**config.mk**
```make
export PLATFORM = sky130hd
export DESIGN_NAME = bcd_share_arbiter_flat
export DESIGN_NICKNAME = d
export VERILOG_FILES = /design/src/rtl/bcd_share_arbiter_if.sv /design/src/rtl/bcd_share_arbiter.sv /design/src/flat_wrapper.sv
export SDC_FILE = /design/constraint.sdc
export NUM_CORES = 1
export LEC_CHECK = 0
export ABC_AREA = 1
export BUFFER_PORTS_ARGS = -buffer_cell sky130_fd_sc_hd__buf_4
export CAP_MARGIN = 15
export CORE_MARGIN = 4
export CORE_UTILIZATION = 50
export DETAILED_ROUTE_END_ITERATION = 7
export GPL_ROUTABILITY_DRIVEN = 0
export PLACE_DENSITY = 0.8
export RECOVER_POWER = 50
export REMOVE_ABC_BUFFERS = 1
export SYNTH_ARGS = -nofsm -noshare
export SYNTH_HDL_FRONTEND = slang
export SYNTH_SLANG_ARGS = --single-unit
```
**constraint.sdc**
```tcl
create_clock -name clock -period 4.97 [get_ports clock]
set_clock_uncertainty 0.2 [all_clocks]
set_input_delay 0.2485 -clock clock [delete_from_list [all_inputs] [get_ports clock]]
set_output_delay 0.2485 -clock clock [all_outputs]
set_load 0.02 [all_outputs]
```
**src/rtl/bcd_share_arbiter_if.sv**
```systemverilog
`default_nettype none
// ============================================================================
// bcd_share_arbiter_if : request/result bus between display clients, the
//                        shared BCD converter and the bcd_share_arbiter.
// Revision: 1.0
// ============================================================================
interface bcd_share_arbiter_if #(
  parameter int NUM_REQ = 4,
  parameter int ID_W    = 2
);
  logic [NUM_REQ-1:0]   req;
  logic [8*NUM_REQ-1:0] number_flat;
  logic [NUM_REQ-1:0]   grant;
  logic [NUM_REQ-1:0]   ack;
  logic                 busy;
  logic [ID_W-1:0]      result_id;
  logic [3:0]           result_tens;
  logic [3:0]           result_ones;
  logic                 result_ovf;
  logic [7:0]           conv_number;
  logic [3:0]           conv_tens;
  logic [3:0]           conv_ones;

  // Client and converter side of the bus.
  modport master (
    output req, number_flat, conv_tens, conv_ones,
    input  grant, ack, busy, result_id, result_tens, result_ones, result_ovf,
           conv_number
  );

  modport slave (
    input  req, number_flat, conv_tens, conv_ones,
    output grant, ack, busy, result_id, result_tens, result_ones, result_ovf,
           conv_number
  );
endinterface
`default_nettype wire

```
**src/rtl/bcd_share_arbiter.sv**
```systemverilog
`default_nettype none
// ============================================================================
// bcd_share_arbiter : round-robin sharing of one combinational BCD converter
//                     among NUM_REQ clients. Optional macro: BCD_ARB_CLAMP_EN.
// Revision: 1.0
// ============================================================================
module bcd_share_arbiter #(
  parameter int NUM_REQ = 4,
  parameter int ID_W    = 2
) (
  input  logic                clock,
  input  logic                reset,
  bcd_share_arbiter_if.slave  bus
);

  localparam logic [1:0]      S_IDLE  = 2'd0;
  localparam logic [1:0]      S_CONV  = 2'd1;
  localparam logic [1:0]      S_ACK   = 2'd2;
  localparam logic [ID_W-1:0] LAST_ID = ID_W'(NUM_REQ - 1);

  logic [1:0]         state_q,       state_d;
  logic [ID_W-1:0]    rr_ptr_q,      rr_ptr_d;
  logic [ID_W-1:0]    sel_id_q,      sel_id_d;
  logic [NUM_REQ-1:0] grant_q,       grant_d;
  logic [7:0]         conv_number_q, conv_number_d;
  logic               ovf_q,         ovf_d;
  logic [ID_W-1:0]    result_id_q,   result_id_d;
  logic [3:0]         result_tens_q, result_tens_d;
  logic [3:0]         result_ones_q, result_ones_d;
  logic               result_ovf_q,  result_ovf_d;

  logic [7:0]         values [NUM_REQ];
  logic               win_found;
  logic [ID_W-1:0]    win_id;
  logic [ID_W-1:0]    scan_id;
  int                 scan_idx;
  logic [7:0]         win_value;
  logic               win_over;
  logic [7:0]         win_load;

  for (genvar g = 0; g < NUM_REQ; g++) begin : g_unpack
    assign values[g] = bus.number_flat[8*g +: 8];
  end

  // First requester at or after rr_ptr, wrapping past the last index.
  always_comb begin
    win_found = 1'b0;
    win_id    = '0;
    scan_idx  = 0;
    scan_id   = '0;
    for (int k = 0; k < NUM_REQ; k++) begin
      scan_idx = int'(rr_ptr_q) + k;
      if (scan_idx >= NUM_REQ) begin
        scan_idx = scan_idx - NUM_REQ;
      end
      scan_id = ID_W'(scan_idx);
      if (!win_found && bus.req[scan_id]) begin
        win_found = 1'b1;
        win_id    = scan_id;
      end
    end
  end

  assign win_value = values[win_id];
  assign win_over  = (win_value > 8'd99);

`ifdef BCD_ARB_CLAMP_EN
  assign win_load = win_over ? 8'd99 : win_value;
`else
  assign win_load = win_value;
`endif

  always_comb begin
    state_d       = state_q;
    rr_ptr_d      = rr_ptr_q;
    sel_id_d      = sel_id_q;
    grant_d       = grant_q;
    conv_number_d = conv_number_q;
    ovf_d         = ovf_q;
    result_id_d   = result_id_q;
    result_tens_d = result_tens_q;
    result_ones_d = result_ones_q;
    result_ovf_d  = result_ovf_q;
    case (state_q)
      S_IDLE: begin
        if (win_found) begin
          state_d       = S_CONV;
          sel_id_d      = win_id;
          grant_d       = NUM_REQ'(1) << win_id;
          conv_number_d = win_load;
          ovf_d         = win_over;
        end
      end
      S_CONV: begin
        state_d       = S_ACK;
        result_id_d   = sel_id_q;
        result_tens_d = bus.conv_tens;
        result_ones_d = bus.conv_ones;
        result_ovf_d  = ovf_q;
      end
      S_ACK: begin
        state_d  = S_IDLE;
        grant_d  = '0;
        rr_ptr_d = (sel_id_q == LAST_ID) ? '0 : sel_id_q + ID_W'(1);
      end
      default: begin
        state_d = S_IDLE;
      end
    endcase
  end

  always_ff @(posedge clock) begin
    if (reset) begin
      state_q       <= S_IDLE;
      rr_ptr_q      <= '0;
      sel_id_q      <= '0;
      grant_q       <= '0;
      conv_number_q <= '0;
      ovf_q         <= 1'b0;
      result_id_q   <= '0;
      result_tens_q <= '0;
      result_ones_q <= '0;
      result_ovf_q  <= 1'b0;
    end else begin
      state_q       <= state_d;
      rr_ptr_q      <= rr_ptr_d;
      sel_id_q      <= sel_id_d;
      grant_q       <= grant_d;
      conv_number_q <= conv_number_d;
      ovf_q         <= ovf_d;
      result_id_q   <= result_id_d;
      result_tens_q <= result_tens_d;
      result_ones_q <= result_ones_d;
      result_ovf_q  <= result_ovf_d;
    end
  end

  // grant_q is one-hot on the served client, so it doubles as the ack pattern.
  assign bus.ack         = (state_q == S_ACK) ? grant_q : '0;
  assign bus.grant       = grant_q;
  assign bus.busy        = (state_q != S_IDLE);
  assign bus.result_id   = result_id_q;
  assign bus.result_tens = result_tens_q;
  assign bus.result_ones = result_ones_q;
  assign bus.result_ovf  = result_ovf_q;
  assign bus.conv_number = conv_number_q;

endmodule
`default_nettype wire

```
**src/flat_wrapper.sv**
```systemverilog
// flat-port wrapper written by rule: the top's interface ports become plain ports
module bcd_share_arbiter_flat 
#(
  parameter int NUM_REQ = 4,
  parameter int ID_W    = 2
)
  (clock, reset, bus_req, bus_number_flat, bus_conv_tens, bus_conv_ones, bus_grant, bus_ack, bus_busy, bus_result_id, bus_result_tens, bus_result_ones, bus_result_ovf, bus_conv_number);
  bcd_share_arbiter_if #(.NUM_REQ(NUM_REQ), .ID_W(ID_W)) bus_i ();
  input  logic clock;
  input  logic reset;
  input wire logic [$bits(bus_i.req)-1:0] bus_req;
  input wire logic [$bits(bus_i.number_flat)-1:0] bus_number_flat;
  input wire logic [$bits(bus_i.conv_tens)-1:0] bus_conv_tens;
  input wire logic [$bits(bus_i.conv_ones)-1:0] bus_conv_ones;
  output wire logic [$bits(bus_i.grant)-1:0] bus_grant;
  output wire logic [$bits(bus_i.ack)-1:0] bus_ack;
  output wire logic [$bits(bus_i.busy)-1:0] bus_busy;
  output wire logic [$bits(bus_i.result_id)-1:0] bus_result_id;
  output wire logic [$bits(bus_i.result_tens)-1:0] bus_result_tens;
  output wire logic [$bits(bus_i.result_ones)-1:0] bus_result_ones;
  output wire logic [$bits(bus_i.result_ovf)-1:0] bus_result_ovf;
  output wire logic [$bits(bus_i.conv_number)-1:0] bus_conv_number;
  assign bus_i.req = bus_req;
  assign bus_i.number_flat = bus_number_flat;
  assign bus_i.conv_tens = bus_conv_tens;
  assign bus_i.conv_ones = bus_conv_ones;
  assign bus_grant = bus_i.grant;
  assign bus_ack = bus_i.ack;
  assign bus_busy = bus_i.busy;
  assign bus_result_id = bus_i.result_id;
  assign bus_result_tens = bus_i.result_tens;
  assign bus_result_ones = bus_i.result_ones;
  assign bus_result_ovf = bus_i.result_ovf;
  assign bus_conv_number = bus_i.conv_number;
  bcd_share_arbiter #(.NUM_REQ(NUM_REQ), .ID_W(ID_W)) u_core (.clock(clock), .reset(reset), .bus(bus_i));
endmodule
```
==> impl_metrics.ini, run 1 <==
[outcome]
status = finished, final reports clean

[setup_path]
arrival_ns = 2.69
critPathKind = reg -> reg
path_max_fanout = 11
rrSetupSlack_ns = 2.30
crit_chain = inv_1, nand2_1, nand3_1, nand2_1, inv_1, nand3_4, nand3_1, nand2_1, inv_1, nor2_1, inv_1, o21ai_0, o21ai_1
critPathMaxStageDelay_ns = 0.59
cp_slowest_cell = dfxtp_1
path_common_cell = inv_1
worstPathRequired_ns = 4.99
worstSetupStartpointType = flip-flop
crit_path_end_kind = flip-flop

[finish]
nets = 387
area_growth_pct = 36.2
drive_above_1_share_pct = 22.3
antenna_cells = 0
layout_commonest_cell = nand2_1
final_cell_mix = nand2_1, buf_4, inv_1, dfxtp_1, clkbuf_1

[power]
p_int_uw = 475
pwr-share-comb_pct = 44.4
sw_frac_of_total_pct = 42.2
clkPwrFrac_pct = 18.3
p_leak_uw = 0.00115
p_per_area_mw_per_mm2 = 356
vdd_drop_max_mv = 0.219
seq_power_share_pct = 37.3
switchingPower_uw = 347

[floorplanning]
die-area_mm2 = 0.00440
core_area_mm2 = 0.00315
start_util_pct = 53.9
row_count = 20
top_level_ports = 74
die_h_um = 66.3
die_w_um = 66.3

[sta]
hold_violations = 0
rsz0062_at_grt = no
finalWorstSetupSlack_ns = 2.30
maxSlewViolCount = 0
layout_min_cycle_time_ns = 2.67
setup_tns_ns = 0
timing.slew.headroom_pct = 71.6
period_share_pct = 53.8
fmax_mhz = 374
finalSetupViolations = 0
tightest_slew_ns = 0.425

[global_routing]
antenna_found_initial = 0
grt_usage_pct = 21.9
grt_pass1_vias = 1789
grt_first_pass_wirelength_um = 7560
grt_max_degree = 20
globalRouteOverflowTotal = 0

[detailed_routing]
vias = 1898
remaining_drc_errors = 0
wirelength_um = 4470
post_drt_wl_per_cell_um = 11.6
drtAntennaViolNets = 0
routed_via_density = 4.93
dr.pass1.iters = 4
drt_iter0_drc = 114

[clocking]
post_cts_resize_count = 0
clk_pin_slew_ns = 0.09
htree_levels = 2
cts_made_buffers = 5
clk_path_buf_depth = 2
cts-root-buf = clkbuf_4
clk_latency_ns = 0.32
post-cts-setup-buffers = 0
postCtsHoldBufs = 8
cts_tree = yes
cts_sinks = 30

[flow_run]
maxCapViolations = 0

[synth]
synth_cells = 258
synth-warning-count = 0
seq_area_frac_synth_pct = 35.3
synth_seq_cells = 30
netlist_area_mm2 = 0.00170
synth_area_per_cell_um2 = 6.59
synth_cell_types = 29

[worst_hold_path]
min_path_type = in -> reg

[place]
post-place-ws_ns = 2.42
dp_hpwl_um = 3410
port_buffers = 73
## cell type report
cell class,instances,area (µm²)
clock buffers,7,55.1
inverters,32,120
flip-flops and latches,30,601
multi-input cells,190,940
repair buffers,81,538
well taps,44,55.1
fillers,288,840
clock inverters,1,5.00
## metal layers
metal	track usage, %	routed length [µm]
met5	0	0
met2	35.7	2080
met4	7.61	72
met3	5.10	333
met1	28.1	1980
## power groups by stage
| stage | Sequential, µW | Combinational (µW) | Clock (µW) |
|---|---|---|---|
| after floorplan | 348 | 215 | 0 |
| after global placement | 312 | 384 | 0 |
| after detailed placement | 312 | 386 | 0 |
| after CTS | 307 | 393 | 152 |
| after global routing | 313 | 413 | 164 |
| final | 307 | 365 | 151 |
## state kept, by name, indices dropped and copies added, names as in the netlist
| signal | cells |
|---|---|
| u_core.state_q | 2 |
| u_core.ovf_q | 1 |
| u_core.rr_ptr_q | 2 |
| u_core.bus.result_tens | 4 |
| u_core.bus.result_id | 2 |
| u_core.bus.result_ones | 4 |
| u_core.bus.grant | 4 |
| u_core.bus.conv_number | 8 |
| u_core.bus.result_ovf | 1 |
| u_core.sel_id_q | 2 |
## worst paths after layout
check,cells after the start,endpoint,start
max reg2reg,13,u_core.bus.conv_number[0],u_core.rr_ptr_q[0]
min,3,u_core.bus.conv_number[0],bus_number_flat[0]
max,13,u_core.bus.conv_number[0],u_core.rr_ptr_q[0]
min reg2reg,2,u_core.bus.conv_number[0],u_core.bus.conv_number[0]
## through the flow
| stage | instances | area [µm²] | total power (µW) | util [%] | hold WS (ns) |
|---|---|---|---|---|---|
| final | 385 | 2310 | 823 | 73.4 | 0.0244 |
| after global routing | 385 | 2310 | 890 | 73.4 | 0.0266 |
| after detailed placement | 369 | 2260 | 698 | 71.8 | 0.249 |
| after floorplan | 252 | 1660 | 564 | - | 0.118 |
| after global placement | 369 | 2260 | 696 | 71.8 | 0.249 |
| after CTS | 385 | 2400 | 853 | 76.2 | 0.0106 |
## synth_stat cells
master / n / area, µm²
nand4_1: 1 / 6.26
nand3_2: 2 / 20.0
a31oi_1: 1 / 6.26
nor2_1: 24 / 90.1
nor2_2: 2 / 12.5
o22ai_1: 6 / 37.5
o21ai_0: 4 / 20.0
buf_6: 2 / 22.5
inv_2: 2 / 7.51
nand3_1: 10 / 50.1
ha_1: 1 / 12.5
nand2_4: 5 / 56.3
dfxtp_1: 30 / 601
nand3_4: 1 / 17.5
o21bai_1: 1 / 7.51
nor2_8: 1 / 20.0
a211oi_1: 5 / 37.5
o21ai_1: 1 / 5.00
a22o_1: 3 / 26.3
a21oi_1: 12 / 60.1
a22oi_1: 2 / 15.0
nand2_1: 97 / 364
clkbuf_1: 3 / 11.3
o21ai_2: 1 / 8.76
buf_2: 1 / 5.00
nand3b_1: 3 / 22.5
nand2_2: 7 / 43.8
clkinv_1: 1 / 3.75
inv_1: 29 / 109
## worst max-delay path: cells and delay by family, from the launching register on
| family | cells | cell delay, ns |
|---|---|---|
| buffers and inverters | 4 | 0.61 |
| AOI/OAI and AO/OA | 2 | 0.22 |
| DFF | 1 | 0.59 |
| and+or+nand+nor | 7 | 0.96 |
## logic make-up (layout without fill, tap and decap cells)
group | count (synthesis) | in the layout | share of synthesized area [%]
simple gates | 153 | 153 | 41.4
compound gates | 36 | 36 | 13.2
fa+ha+maj | 1 | 1 | 0.736
flops | 30 | 30 | 35.3
buf+inv | 38 | 121 | 9.35
Power figures use the tool's default switching activity.
==> inputs of run 2 (changes only) <==
--- a/config.mk
+++ b/config.mk
@@ -9,10 +9,10 @@
 export BUFFER_PORTS_ARGS = -buffer_cell sky130_fd_sc_hd__buf_4
 export CAP_MARGIN = 15
 export CORE_MARGIN = 4
-export CORE_UTILIZATION = 50
+export CORE_UTILIZATION = 43
 export DETAILED_ROUTE_END_ITERATION = 7
 export GPL_ROUTABILITY_DRIVEN = 0
-export PLACE_DENSITY = 0.8
+export PLACE_DENSITY = 0.72
 export RECOVER_POWER = 50
 export REMOVE_ABC_BUFFERS = 1
 export SYNTH_ARGS = -nofsm -noshare
==> constraint.sdc (replaced) <==
create_clock -name clock -period 2.4 [get_ports clock]
set_clock_uncertainty 0.2 [all_clocks]
set_input_delay 0.12 -clock clock [delete_from_list [all_inputs] [get_ports clock]]
set_output_delay 0.12 -clock clock [all_outputs]
set_load 0.02 [all_outputs]
==> run 2 against run 1 <==
Routed wire length rose by 14%. Critical path depth increased by 2. Clock-buffer cell count up 1. Clock power rose to 3.2 times the previous value. Via count rose by 4.4%. Flip-flop and latch count is the same. Sequential share of layout area is 2.7 points lower. Maximum frequency rose by 18%. Power up 140%. Core utilization fell by 4.0 points.
==> impl_metrics.ini, run 2 (synthesis results as in run 1) <==
[outcome]
status = finished, final reports clean

[sta]
tightest_slew_ns = 0.418
fmax_mhz = 442
maxSlewViolCount = 0
finalSetupViolations = 0
holdWs_ns = 0.0411
layout_min_cycle_time_ns = 2.26
hold_violations = 0
timing.slew.headroom_pct = 72.1
period_share_pct = 94.3

[clocking]
cts_made_buffers = 5
clk_pin_slew_ns = 0.07
clk_path_buf_depth = 2
htree_levels = 2
cts-root-buf = clkbuf_8
clk_latency_ns = 0.28
cts_sinks = 30
cts_tree = yes

[setup_path]
worstSetupStartpointType = flip-flop
crit_path_end_kind = flip-flop
critPathKind = reg -> reg
arrival_ns = 2.24
worstPathRequired_ns = 2.37
path_max_fanout = 10

[place]
dp_cells = 376
dp_hpwl_um = 3490
port_buffers = 73

[finish]
fin_cells = 411
fillers = 386
layout_commonest_cell = nand2_1
antenna_cells = 0
drive_above_1_share_pct = 25.1
nets = 409
final_cell_mix = nand2_1, buf_4, dfxtp_1
area_growth_pct = 52.9
largest_reg_flops = 8

[power]
design_power_total_uw = 1970
vdd_drop_max_mv = 0.439
p_per_area_mw_per_mm2 = 758
p_leak_uw = 0.00128

[detailed_routing]
vias = 1982
wirelength_um = 5100
dr.pass1.iters = 4
post_drt_wl_per_cell_um = 12.4
drtAntennaViolNets = 0
drt_iter0_drc = 138
remaining_drc_errors = 0
routed_via_density = 4.82

[global_routing]
grt_usage_pct = 20.7
grt_pass1_vias = 1937
antenna_found_initial = 0
grt_max_degree = 20
grt_first_pass_wirelength_um = 8470
globalRouteOverflowTotal = 0

[floorplanning]
row_count = 22
die_h_um = 70.9
top_level_ports = 74
die-area_mm2 = 0.00502
die_w_um = 70.9
start_util_pct = 45.4
core_area_mm2 = 0.00374

[worst_hold_path]
min_path_type = in -> reg

[flow_run]
maxCapViolations = 0
run 2: cell type report:
cell class / count / area (µm²) / area share, %
Clock buffer: 8 / 110 / 4.24
Inverter: 32 / 124 / 4.77
Multi-Input combinational cell: 190 / 956 / 36.8
Sequential cell: 30 / 603 / 23.2
Tap cell: 48 / 60.1 / 2.31
Timing Repair Buffer: 103 / 744 / 28.7
run 2: path summary, 6_finish.rpt:
kind	from	end	slack [ns]	depth (start not counted)
max	u_core.rr_ptr_q[0]	u_core.bus.conv_number[0]	0.14	15
min reg2reg	u_core.bus.conv_number[0]	u_core.bus.conv_number[0]	0.26	2
max reg2reg	u_core.rr_ptr_q[0]	u_core.bus.conv_number[0]	0.14	15
min	bus_number_flat[16]	u_core.bus.conv_number[0]	0.04	5
run 2: per-stage QoR:
step / TNS [ns] / cell area, µm² / utilization (%) / worst slack, ns
after global placement: 0 / 2290 / 61.2 / 0.0249
after CTS: 0 / 2630 / 70.3 / 0.00792
after detailed placement: 0 / 2290 / 61.2 / 0.0510
after global routing: -0.0566 / 2600 / 69.4 / -0.0401
final: 0 / 2600 / 69.4 / 0.136
after floorplan: 0 / 1660 / - / 0.133
run 2: routing by layer:
layer	part of all wire, %	vias up	global-route usage [%]
li1	-	1031	-
met1	42	885	24.9
met2	52	60	36.5
met3	5.5	6	5.40
met4	1.1	0	5.22
met5	0	-	0
run 2: where the power goes:
part | switching [µW] | internal, µW
registers | 46.5 | 586
clock network | 190 | 289
logic | 536 | 320
total | 773 | 1200
run 2: timing repair:
item | CTS | global route
setup buffers | 0 | 4
setup endpoints to repair | 0 | 10
hold buffers | 23 | 0
resized for setup | 0 | 9
endpoints found under the hold margin | 18 | 0
run 2: critical path: stages (launching register included):
cell,delay [ns]
dfxtp_2,0.34
buf_6,0.15
nand2_1,0.06
nand2_1,0.13
nand2_2,0.09
nand2_4,0.08
nor2_8,0.04
nand3_4,0.07
nand3_1,0.13
nand2_4,0.15
clkinvlp_4,0.13
buf_4,0.16
nor2_1,0.13
inv_1,0.07
o21ai_0,0.14
o21ai_1,0.08
